<file path="src/rtl/lsu_mem_initiator_pkg.sv">
// Shared definitions for the MEM-stage load/store initiator:
// memory op encodings, FSM state codes and response error codes.
package lsu_mem_initiator_pkg;

  localparam int MEMOP_W_BITS = 3;
  localparam int ERR_BITS     = 2;

  localparam logic [2:0] MEMOP_W   = 3'b000;
  localparam logic [2:0] MEMOP_H   = 3'b001;
  localparam logic [2:0] MEMOP_B   = 3'b010;
  localparam logic [2:0] MEMOP_LH  = 3'b100;
  localparam logic [2:0] MEMOP_LHU = 3'b101;
  localparam logic [2:0] MEMOP_LB  = 3'b110;
  localparam logic [2:0] MEMOP_LBU = 3'b111;

  localparam logic [1:0] ERR_OK       = 2'b00;
  localparam logic [1:0] ERR_MISALIGN = 2'b01;
  localparam logic [1:0] ERR_RANGE    = 2'b10;

  typedef enum logic [1:0] {
    ST_IDLE = 2'd0,
    ST_WAIT = 2'd1,
    ST_RESP = 2'd2
  } lsu_state_e;

endpackage

</file>
<file path="src/rtl/lsu_align_chk.sv">
// Combinational access classifier: alignment against the op width,
// then range against ADDR_LIMIT; misalignment wins when both apply.
module lsu_align_chk
  import lsu_mem_initiator_pkg::*;
#(
  parameter int ADDR_LIMIT = 256
) (
  input  logic [2:0]  op,
  input  logic [31:0] addr,
  output logic [1:0]  err
);

  logic misaligned;
  logic out_of_range;

  always_comb begin
    misaligned = 1'b0;
    case (op)
      MEMOP_W:                      misaligned = (addr[1:0] != 2'b00);
      MEMOP_H, MEMOP_LH, MEMOP_LHU: misaligned = addr[0];
      default:                      misaligned = 1'b0;
    endcase
  end

  assign out_of_range = (addr >= 32'(ADDR_LIMIT));

  assign err = misaligned   ? ERR_MISALIGN :
               out_of_range ? ERR_RANGE    : ERR_OK;

endmodule

</file>
<file path="src/rtl/lsu_mem_initiator.sv">
// MEM-stage load/store initiator: accepts one access, holds the memory port
// for MEM_LAT cycles, then presents one registered response until consumed.
module lsu_mem_initiator
  import lsu_mem_initiator_pkg::*;
#(
  parameter int MEM_LAT    = 1,
  parameter int ADDR_LIMIT = 256
) (
  input  logic        clk,
  input  logic        rst_n,
  input  logic        req_valid,
  output logic        req_ready,
  input  logic        req_we,
  input  logic [2:0]  req_op,
  input  logic [31:0] req_addr,
  input  logic [31:0] req_wdata,
  output logic        resp_valid,
  input  logic        resp_ready,
  output logic [31:0] resp_rdata,
  output logic [1:0]  resp_err,
  output logic        busy,
  output logic [31:0] mem_addr,
  output logic [31:0] mem_wdata,
  output logic        mem_we,
  output logic [2:0]  mem_op,
  input  logic [31:0] mem_rdata
);

  localparam int CNT_W = $clog2(MEM_LAT + 1);
  localparam logic [CNT_W-1:0] CNT_LOAD = CNT_W'(MEM_LAT - 1);

  lsu_state_e       state_reg, state_next;
  logic [CNT_W-1:0] cnt_reg, cnt_next;
  logic             we_reg, we_next;
  logic [31:0]      mem_addr_reg, mem_addr_next;
  logic [2:0]       mem_op_reg, mem_op_next;
  logic [31:0]      mem_wdata_reg, mem_wdata_next;
  logic [31:0]      resp_rdata_reg, resp_rdata_next;
  logic [1:0]       resp_err_reg, resp_err_next;

  logic [1:0]       chk_err;
  logic [31:0]      rep_wdata;

  lsu_align_chk #(
    .ADDR_LIMIT(ADDR_LIMIT)
  ) u_align_chk (
    .op  (req_op),
    .addr(req_addr),
    .err (chk_err)
  );

  // Store data is copied onto every lane; the memory's byte enables pick the live one(s).
  for (genvar gi = 0; gi < 4; gi++) begin : g_lane
    assign rep_wdata[8*gi +: 8] =
      (req_op == MEMOP_B) ? req_wdata[7:0] :
      (req_op == MEMOP_H) ? req_wdata[8*(gi % 2) +: 8] :
                            req_wdata[8*gi +: 8];
  end

  always_comb begin
    state_next      = state_reg;
    cnt_next        = cnt_reg;
    we_next         = we_reg;
    mem_addr_next   = mem_addr_reg;
    mem_op_next     = mem_op_reg;
    mem_wdata_next  = mem_wdata_reg;
    resp_rdata_next = resp_rdata_reg;
    resp_err_next   = resp_err_reg;

    case (state_reg)
      ST_IDLE: begin
        if (req_valid) begin
          resp_rdata_next = '0;
          resp_err_next   = chk_err;
          // Faulting accesses never touch the memory port.
          if (chk_err != ERR_OK) begin
            state_next = ST_RESP;
          end else begin
            we_next        = req_we;
            mem_addr_next  = req_addr;
            mem_op_next    = req_op;
            mem_wdata_next = rep_wdata;
            cnt_next       = CNT_LOAD;
            state_next     = ST_WAIT;
          end
        end
      end
      ST_WAIT: begin
        if (cnt_reg == '0) begin
          if (!we_reg) begin
            resp_rdata_next = mem_rdata;
          end
          state_next = ST_RESP;
        end else begin
          cnt_next = cnt_reg - 1'b1;
        end
      end
      ST_RESP: begin
        if (resp_ready) begin
          state_next = ST_IDLE;
        end
      end
      default: state_next = ST_IDLE;
    endcase
  end

  always_ff @(posedge clk or negedge rst_n) begin
    if (!rst_n) begin
      state_reg      <= ST_IDLE;
      cnt_reg        <= '0;
      we_reg         <= 1'b0;
      mem_addr_reg   <= '0;
      mem_op_reg     <= '0;
      mem_wdata_reg  <= '0;
      resp_rdata_reg <= '0;
      resp_err_reg   <= ERR_OK;
    end else begin
      state_reg      <= state_next;
      cnt_reg        <= cnt_next;
      we_reg         <= we_next;
      mem_addr_reg   <= mem_addr_next;
      mem_op_reg     <= mem_op_next;
      mem_wdata_reg  <= mem_wdata_next;
      resp_rdata_reg <= resp_rdata_next;
      resp_err_reg   <= resp_err_next;
    end
  end

  assign req_ready  = (state_reg == ST_IDLE);
  assign resp_valid = (state_reg == ST_RESP);
  assign busy       = (state_reg == ST_WAIT) || (state_reg == ST_RESP);
  assign resp_rdata = resp_rdata_reg;
  assign resp_err   = resp_err_reg;
  assign mem_addr   = mem_addr_reg;
  assign mem_op     = mem_op_reg;
  assign mem_wdata  = mem_wdata_reg;
  // Single write strobe on the last held cycle of a store.
  assign mem_we     = (state_reg == ST_WAIT) && (cnt_reg == '0) && we_reg;

endmodule

</file>
<file path="config.mk">
export PLATFORM = sky130hd
export DESIGN_NAME = lsu_mem_initiator
export DESIGN_NICKNAME = d
export VERILOG_FILES = /design/src/rtl/lsu_mem_initiator_pkg.sv /design/src/rtl/lsu_align_chk.sv /design/src/rtl/lsu_mem_initiator.sv
export SDC_FILE = /design/constraint.sdc
export NUM_CORES = 1
export LEC_CHECK = 0
export CAP_MARGIN = 30
export CORE_UTILIZATION = 30
export CTS_BUF_LIST = sky130_fd_sc_hd__clkbuf_4 sky130_fd_sc_hd__clkbuf_8 sky130_fd_sc_hd__clkbuf_16
export DETAILED_ROUTE_END_ITERATION = 10
export DONT_BUFFER_PORTS = 1
export SETUP_SLACK_MARGIN = 0.5
export SLEW_MARGIN = 20
export SYNTH_ARGS = -nofsm -noshare
export SYNTH_HDL_FRONTEND = slang
export SYNTH_SLANG_ARGS = --single-unit
</file>
<file path="constraint.sdc">
create_clock -name clk -period 5.6 [get_ports clk]
set_input_delay 0 -clock clk [delete_from_list [all_inputs] [get_ports clk]]
set_output_delay 0 -clock clk [all_outputs]
set_load 0.005 [all_outputs]
</file>
==> flow_metrics.py <==
metrics = {
    "clocking": {
        "cts-root-buf": "clkbuf_16",
        "clockBufferDepth": 2,
        "cts_max_level": 3,
        "clk_latency_ns": 0.35,
        "cts_tree": "built",
        "cts.sink_count": 104,
        "clk_pin_slew_ns": 0.07,
        "cts_buffers": 9,
        "cts_setup_buffers": 0,
    },
    "layout": {
        "antenna_cells": 0,
        "fin_area_um2": 5630,
        "drive_gt1_frac": 0.184,
        "syn_to_final_growth_pct": 29.2,
        "fin_nets": 542,
    },
    "setup_path": {
        "r2r_start": "state_reg[0]",
        "critPathCaptureType": "flip-flop",
        "required_ns": 5.83,
        "crit_path_start": "state_reg[0]",
        "path_class": "flip-flop to flip-flop",
        "worstPathArrival_ns": 2.99,
        "r2r_slack_ns": 2.85,
        "reg2reg_to": "mem_addr[3]",
        "reg2reg_depth": 6,
        "worst-path-max-fanout": 65,
        "critPathLaunchType": "flip-flop",
    },
    "global_routing": {
        "track_usage": 0.150,
        "grt_pass1_vias": 3262,
        "grt_antenna_before_repair": 0,
        "grt_max_degree": 105,
        "globalRouteOverflowTotal": 0,
        "grt_pass1_wl_um": 16800,
    },
    "power": {
        "ir_drop_uv": 150,
        "power_density_nw_per_um2": 284,
        "power.switching_w": 0.000437,
        "p_leak_nw": 2.77,
        "p_comb_frac": 0.144,
        "internal-power_w": 0.00116,
        "swShare": 0.274,
        "p_seq_frac": 0.482,
        "clkPwrFrac": 0.373,
    },
    "placed_design": {
        "port_buffers": 0,
        "place_hpwl_um": 7220,
        "routabilityCongestion": 0.807,
        "place_area_um2": 4480,
    },
    "sta": {
        "period_share": 0.492,
        "hold_viol": 0,
        "worstMarginPinSlew_ns": 0.989,
        "final.setup.tns_ns": 0,
        "slew_headroom": 0.340,
        "setup_viol": 0,
        "slew_violations": 0,
        "clock_skew_ns": 0.0124,
        "rsz0062_at_grt": "no",
        "max_freq_mhz": 363,
        "min_period_ns": 2.75,
    },
    "yosys": {
        "yosys-top-cells-area": "dfrtp_1, mux2_2, nand2_1, nor2b_1, nand3_1",
        "ys_seq_area_frac": 0.598,
        "synth_seq_cells": 104,
        "syn_nets": 465,
        "synth_cells": 358,
        "syn_area_um2": 4350,
        "yosysTopAreaCell": "dfrtp_1",
        "post_synth.cell_area_avg_um2": 12.2,
        "synth.distinct_cells": 27,
        "synth_top_area_frac": 0.598,
        "synth_warnings": 0,
    },
    "routing": {
        "drt_pass1_iterations": 4,
        "ant_nets": 0,
        "wl_um": 11000,
        "post_drt_wl_per_cell_um": 17.8,
        "drt_iter0_drc": 122,
        "vias": 3040,
        "avgViaCountPerCell": 4.90,
        "route.detailed.drc": 0,
    },
    "floorplan": {
        "die_w_um": 122,
        "rows": 43,
        "core_um2": 14000,
        "initial_core_util": 0.310,
        "ioPinCount": 209,
        "die_h_um": 122,
        "die-area_um2": 15000,
    },
    "run": {
        "cap_violations": 0,
    },
    "status": {
        "status": "completed",
    },
    "min_path": {
        "hp-class": "primary input to flip-flop",
        "hold_end": "mem_wdata[28]",
        "worstHoldPathCells": 3,
        "min_from": "req_wdata[12]",
    },
}
[per-stage QoR]
stage	setup slack, ns	power [W]	cells	util	hold WS, ns
after global placement	2.91	0.000935	519	0.318	-0.294
after CTS	2.80	0.00162	620	0.401	0.0100
after detailed placement	2.82	0.000943	520	0.319	-0.294
after global routing	2.64	0.00167	620	0.401	0.0301
after floorplan	3.63	0.000908	358	-	-0.296
final	2.85	0.00160	620	0.401	0.0318
[worst max-delay path by stage]
stage	slack [ns]	endpoint	cells past startpoint
2_1_floorplan	3.63	mem_wdata[16]	6
3_3_place_gp	2.91	mem_addr[3]	6
3_5_place_dp	2.82	mem_addr[3]	6
4_1_cts	2.80	mem_addr[3]	6
5_1_grt	2.64	mem_wdata[28]	6
6_report	2.85	mem_addr[3]	6
[placed cells by master (no fill, tap or decap), types with 3 or more instances in the layout]
cell type / count
ha_1: 3
a22oi_1: 9
inv_1: 4
nor4_1: 6
nor2b_1: 26
nand3_1: 32
mux2_2: 56
nand2_1: 69
o2bb2ai_1: 8
dfrtp_1: 104
clkbuf_16: 9
mux2_1: 5
dlygate4sd3_1: 83
[timing repair]
action	CTS	global route
resized for setup	0	0
endpoints found under the hold margin	184	0
hold buffers	84	0
[critical path, cell delays in order (launching register included)]
cell	delay, ns
dfrtp_1	0.41
inv_1	0.09
ha_1	0.32
nand2_1	0.21
nor4_4	0.46
buf_4	0.65
mux2_2	0.42
[power groups by stage]
stage / combinational (W) / sequential [W] / clock, W
6_report: 0.000230 / 0.000770 / 0.000597
5_1_grt: 0.000253 / 0.000772 / 0.000648
4_1_cts: 0.000228 / 0.000770 / 0.000625
3_5_place_dp: 0.000158 / 0.000785 / 0
3_3_place_gp: 0.000151 / 0.000784 / 0
2_1_floorplan: 0.000126 / 0.000782 / 0
[metal layers]
layer | track usage | wire length (um) | up-vias
li1 | - | - | 1381
met1 | 0.159 | 4270 | 1467
met2 | 0.261 | 5350 | 175
met3 | 0.0520 | 1150 | 17
met4 | 0.0823 | 243 | 0
met5 | 0 | 0 | -
[final cells by class]
cell class / count / area [um^2]
Fill cell: 1278 / 8420
Sequential cell: 104 / 2600
Multi-Input combinational cell: 229 / 1610
Timing Repair Buffer: 87 / 888
Clock buffer: 10 / 233
Tap cell: 180 / 225
Clock inverter: 6 / 50.0
Inverter: 4 / 15.0
[synth_stat cells]
cell,count
dfrtp_1,104
inv_1,4
nor4_1,6
o21bai_2,1
a22o_1,1
clkbuf_1,11
nor4_4,1
buf_6,5
mux2_1,5
mux2_2,56
o211ai_1,1
nand4_1,1
nand3_1,32
nor2b_1,26
nand2b_1,2
ha_1,3
o31ai_1,2
buf_2,4
o2bb2ai_1,8
nor2_1,2
a21oi_2,1
a22oi_1,9
or3b_2,1
nor3b_2,1
buf_4,1
o211a_1,1
nand2_1,69
[cells by family (layout without fill, tap and decap cells)]
family | after synthesis | in the layout | share of synthesized area
AOI/OAI and AO/OA | 24 | 24 | 0.0457
adders and majority gates | 3 | 3 | 0.00862
buffers and inverters | 25 | 107 | 0.0322
DFF | 104 | 104 | 0.598
muxes | 61 | 61 | 0.158
and+or+nand+nor | 141 | 141 | 0.158
(Power assumes the default switching activity.)
